**src/rtl/hour_count_set.sv**
```systemverilog
// rtl/hour_count_set.sv - hour counter (0-23) with run/set modes and button auto-repeat
module hour_count_set #(
    parameter int REPEAT_DELAY = 25000000,
    parameter int REPEAT_RATE  = 5000000
) (
    input  logic       clk,
    input  logic       reset,
    input  logic       min_carry,
    input  logic       set_mode,
    input  logic       inc_btn,
    input  logic       dec_btn,
    output logic [4:0] times,
    output logic       day_carry,
    output logic       set_active
);

    localparam int CNT_MAX = (REPEAT_DELAY > REPEAT_RATE) ? REPEAT_DELAY : REPEAT_RATE;
    localparam int CNT_W   = $clog2(CNT_MAX + 1);
    localparam logic [CNT_W-1:0] DELAY_LAST = CNT_W'(REPEAT_DELAY - 1);
    localparam logic [CNT_W-1:0] RATE_LAST  = CNT_W'(REPEAT_RATE - 1);
    localparam logic [CNT_W-1:0] CNT_TOP    = CNT_W'(CNT_MAX);

    typedef enum logic [1:0] {
        RUN      = 2'd0,
        SET      = 2'd1,
        HOLD_INC = 2'd2,
        HOLD_DEC = 2'd3
    } state_t;

    state_t state, state_next;

    // set_mode is consumed only as a level, so it stops at the second flop.
    logic       mode_s1, mode_s2;
    // Bit 0 = inc, bit 1 = dec.
    logic [1:0] btn_s1, btn_s2, btn_s3;
    logic [1:0] armed;
    logic [1:0] warm;
    logic [1:0] btn_rise;

    logic [CNT_W-1:0] cnt, cnt_next;
    logic             repeating, repeating_next;
    logic [4:0]       times_next;
    logic             carry_next;

    logic held_lvl, opp_lvl, hold_up;

    function automatic logic [4:0] hour_up(input logic [4:0] h);
        return (h >= 5'd23) ? 5'd0 : h + 5'd1;
    endfunction

    function automatic logic [4:0] hour_down(input logic [4:0] h);
        return (h == 5'd0 || h > 5'd23) ? 5'd23 : h - 5'd1;
    endfunction

    // A button held through reset stays disarmed until it is seen released,
    // once the synchronizers have refilled after reset.
    always_ff @(posedge clk) begin
        if (reset) begin
            mode_s1 <= 1'b0;
            mode_s2 <= 1'b0;
            btn_s1  <= 2'b00;
            btn_s2  <= 2'b00;
            btn_s3  <= 2'b00;
            armed   <= 2'b00;
            warm    <= 2'b00;
        end else begin
            mode_s1 <= set_mode;
            mode_s2 <= mode_s1;
            btn_s1  <= {dec_btn, inc_btn};
            btn_s2  <= btn_s1;
            btn_s3  <= btn_s2;
            warm    <= {warm[0], 1'b1};
            armed   <= armed | ({2{warm[1]}} & ~btn_s2);
        end
    end

    assign btn_rise = btn_s2 & ~btn_s3 & armed;

    assign hold_up  = (state == HOLD_INC);
    assign held_lvl = hold_up ? btn_s2[0] : btn_s2[1];
    assign opp_lvl  = hold_up ? btn_s2[1] : btn_s2[0];

    always_comb begin
        state_next     = state;
        times_next     = times;
        cnt_next       = cnt;
        repeating_next = repeating;
        carry_next     = 1'b0;

        case (state)
            RUN: begin
                cnt_next       = '0;
                repeating_next = 1'b0;
                if (mode_s2) begin
                    state_next = SET;
                end else if (min_carry) begin
                    times_next = hour_up(times);
                    carry_next = (times == 5'd23);
                end
            end
            SET: begin
                cnt_next       = '0;
                repeating_next = 1'b0;
                if (!mode_s2) begin
                    state_next = RUN;
                end else if (btn_rise == 2'b01) begin
                    times_next = hour_up(times);
                    state_next = HOLD_INC;
                end else if (btn_rise == 2'b10) begin
                    times_next = hour_down(times);
                    state_next = HOLD_DEC;
                end
            end
            default: begin
                if (!mode_s2) begin
                    state_next     = RUN;
                    cnt_next       = '0;
                    repeating_next = 1'b0;
                end else if (!held_lvl || opp_lvl) begin
                    state_next     = SET;
                    cnt_next       = '0;
                    repeating_next = 1'b0;
                end else if (cnt == (repeating ? RATE_LAST : DELAY_LAST)) begin
                    times_next     = hold_up ? hour_up(times) : hour_down(times);
                    cnt_next       = '0;
                    repeating_next = 1'b1;
                end else if (cnt < CNT_TOP) begin
                    cnt_next = cnt + 1'b1;
                end
            end
        endcase

        if (times > 5'd23) begin
            times_next = 5'd0;
        end
    end

    always_ff @(posedge clk) begin
        if (reset) begin
            state      <= RUN;
            times      <= 5'd0;
            day_carry  <= 1'b0;
            set_active <= 1'b0;
            cnt        <= '0;
            repeating  <= 1'b0;
        end else begin
            state      <= state_next;
            times      <= times_next;
            day_carry  <= carry_next;
            set_active <= (state_next != RUN);
            cnt        <= cnt_next;
            repeating  <= repeating_next;
        end
    end

endmodule

```
**config.mk**
```make
export PLATFORM = sky130hd
export DESIGN_NAME = hour_count_set
export DESIGN_NICKNAME = d
export VERILOG_FILES = /design/src/rtl/hour_count_set.sv
export SDC_FILE = /design/constraint.sdc
export NUM_CORES = 1
export LEC_CHECK = 0
export ABC_CLOCK_PERIOD_IN_PS = 4500
export CORE_ASPECT_RATIO = 1.2
export CORE_MARGIN = 4
export CORE_UTILIZATION = 55
export CTS_BUF_LIST = sky130_fd_sc_hd__clkbuf_16
export DETAILED_ROUTE_END_ITERATION = 10
export GPL_ROUTABILITY_DRIVEN = 0
export PLACE_DENSITY = 0.81
export SLEW_MARGIN = 20
export SYNTH_ARGS = -nofsm -noshare
export SYNTH_HDL_FRONTEND = slang
export SYNTH_SLANG_ARGS = --single-unit
```
**constraint.sdc**
```tcl
create_clock -name clk -period 4.5 [get_ports clk]
set_input_delay 0.675 -clock clk [delete_from_list [all_inputs] [get_ports clk]]
set_output_delay 0.675 -clock clk [all_outputs]
set_load 0.01 [all_outputs]
```
==> flow_summary.toml <==
[sta]
timing.final.crit_share_pct = 56.94
max_freq_ghz = 0.3903
slew_violations = 0
fin_skew_ps = 8.501
tns_ps = 0
rsz0062_at_grt = "no"
min_period_ps = 2562
final_hold_viol_count = 0
max-slew-margin-rel_pct = 44.72
setup_viol = 0
worst_pin_slew_ps = 827.3
hold_ws_ps = 444.4

[worst_setup_path]
endpoint_kind = "flop"
crit_arrival_ps = 2750
worstReg2RegEnd = "cnt[21]"
crit_required_ps = 4690
r2r_slack_ps = 2010
critical_path_class = "primary input to flop"
startpoint = "reset"
crit_slowest_cell = "clkdlybuf4s50_1"
crit_path_frequent_cell = "nand2_1"
timing.rr.start = "cnt[0]"
slowest_delay_ps = 600
reg2regPathDepth = 6
startpoint_type = "primary input"
cp_max_fo = 23
cp_cell_sequence = "clkdlybuf4s50_1 > inv_1 > nand2_1 > nor2_1 > nand2_1 > a21oi_1"

[global_routing]
grt_usage_pct = 19.91
grt_max_degree = 46
gr-total-overflow = 0
grt_pass1_vias = 2223
grt_pass1_wl_um = 9880
antenna_found_initial = 0

[synthesis]
synth_cell_types = 58
synth-seq-cells = 47
synth_edf_count = 0
avgSynthCellArea_um2 = 8.253
yosysWarnings = 0
ys_seq_area_share_pct = 36.54
syn_inst = 312
synth_nets = 323
synth_top_cell_by_area = "dfxtp_1"
yosys_most_used_dff = "dfxtp_1"
syn-cell-area_mm2 = 0.002575
async_flop_share_pct = 0
synthTopCellsByArea = "dfxtp_1 37%, a21oi_1 5.8%, nand3_1 4.7%"
synth_top_area_share_pct = 36.54

[clocking]
cts_hold_buf = 0
clk_pin_slew_ps = 60
ctsResizeCount = 0
cts_buffers = 5
cts.path.max_buffers = 2
clock-sinks = 47
clock_latency_ps = 290
cts_setup_buffers = 0
htree_levels = 2
cts_tree = "done"
cts_root_buf = "clkbuf_16"

[routing]
ant_nets = 0
drtPass1Iterations = 4
routed_via_density = 6.455
drt-total-wl_um = 5645
avgRoutedWirePerCell_um = 15.09
drt_iter0_drc = 221
num_vias = 2414
drc = 0

[final_layout]
finalNonFillerCells = 374
synthToLayoutAreaGrowth_pct = 9.767
drive_above_1_share_pct = 6.013
antenna_cells = 0
nets = 326
nFillCells = 400
final_common_cell = "dfxtp_1"
final_cell_mix = "47 x dfxtp_1, 30 x a21oi_1, 25 x nand2_1"

[floorplanning]
rows = 27
fp.dieW_um = 70.46
ioPinCount = 13
coreArea_mm2 = 0.004561
initial_utilization_pct = 56.46
die_area_mm2 = 0.005845
die_h_um = 82.96

[min_path]
hold_depth = 1
holdCritPathClass = "flop to flop"
holdCritStartpoint = "mode_s1"
holdPathEnd = "mode_s2"

[power_and_ir_drop]
peakVddDrop_uv = 223.5
p_per_area_mw_per_mm2 = 298.6
power_leakage_nw = 0.9002

[place]
dp_cells = 366
place_hpwl_um = 3962
portBuffers = 12

[run]
cap_violations = 0

[status]
outcome = "finished, final reports clean"
worst max-delay path: cells and delay by family:
kind                   cells  cell delay (ps)
and+or+nand+nor            3              980
buffers and inverters      2              770
AOI/OAI and AO/OA          1              320
flip-flops by register name (all words and copies together), names as in the netlist, 2 cells and up:
| name | cells |
|---|---|
| btn_s1 | 2 |
| times | 5 |
| btn_s3 | 2 |
| cnt | 25 |
| btn_s2 | 2 |
| state | 2 |
| warm | 2 |
| armed | 2 |
metal layers:
layer	vias to the layer above	track usage (%)	share of wire [%]
li1	1188	-	-
met1	1148	23.65	43
met2	68	34.41	50
met3	10	3.753	4.2
met4	0	8.537	2.3
met5	-	0	0
power breakdown:
part	switching, mW	internal [mW]
combinational	0.0220	0.0246
sequential	0.0109	0.424
clock	0.156	0.206
cells by family (layout without fill, tap and decap cells):
kind of cell,Yosys count,count (layout),synth area share (%)
flip-flops,47,47,36.54
XOR/XNOR,1,1,0.3402
AND/OR/NAND/NOR,137,137,31.63
buffers and inverters,32,36,5.734
multiplexers,4,4,1.555
AO/OA/AOI/OAI,86,86,21.77
adder cells (fa/ha/maj),5,5,2.430
per-stage QoR:
step           setup WS [ps]  power, mW  utilization, %  cell area (um2)
2_1_floorplan           2693     0.4729               -             2575
3_3_place_gp            1780     0.4903           58.77             2680
3_5_place_dp            1648     0.4907           58.77             2680
4_1_cts                 1942     0.8535           61.98             2826
5_1_grt                 1738     0.8739           61.98             2826
6_report                1938     0.8441           61.98             2826
cells in the mapped netlist (all sizes together), types with 4 or more instances:
master	count
dfxtp	47
a21oi	31
nand2	25
nand3	24
inv	16
or4	15
nor2	14
o31ai	13
o21ai	12
clkbuf	10
nand4	8
nor2b	8
nor3	8
or3	8
a211oi	7
buf	6
nor4	6
ha	5
a21o	4
mux2i	4
o22ai	4
cell type report:
class                           count  area, um2  area share [%]
Clock buffer                        5      125.1           4.427
Clock inverter                      3      21.27          0.7525
Inverter                           16      60.06           2.125
Multi-Input combinational cell    233       1486           52.59
Sequential cell                    47      940.9           33.29
Tap cell                           58      72.57           2.568
Timing Repair Buffer               12      120.1           4.250
how the worst max path moves through the flow:
stage	to	cells past startpoint
6_report	cnt[21]	6
5_1_grt	cnt[11]	6
4_1_cts	cnt[9]	6
3_5_place_dp	cnt[7]	6
3_3_place_gp	cnt[23]	6
2_1_floorplan	times[0]	7
(Power assumes the default switching activity.)
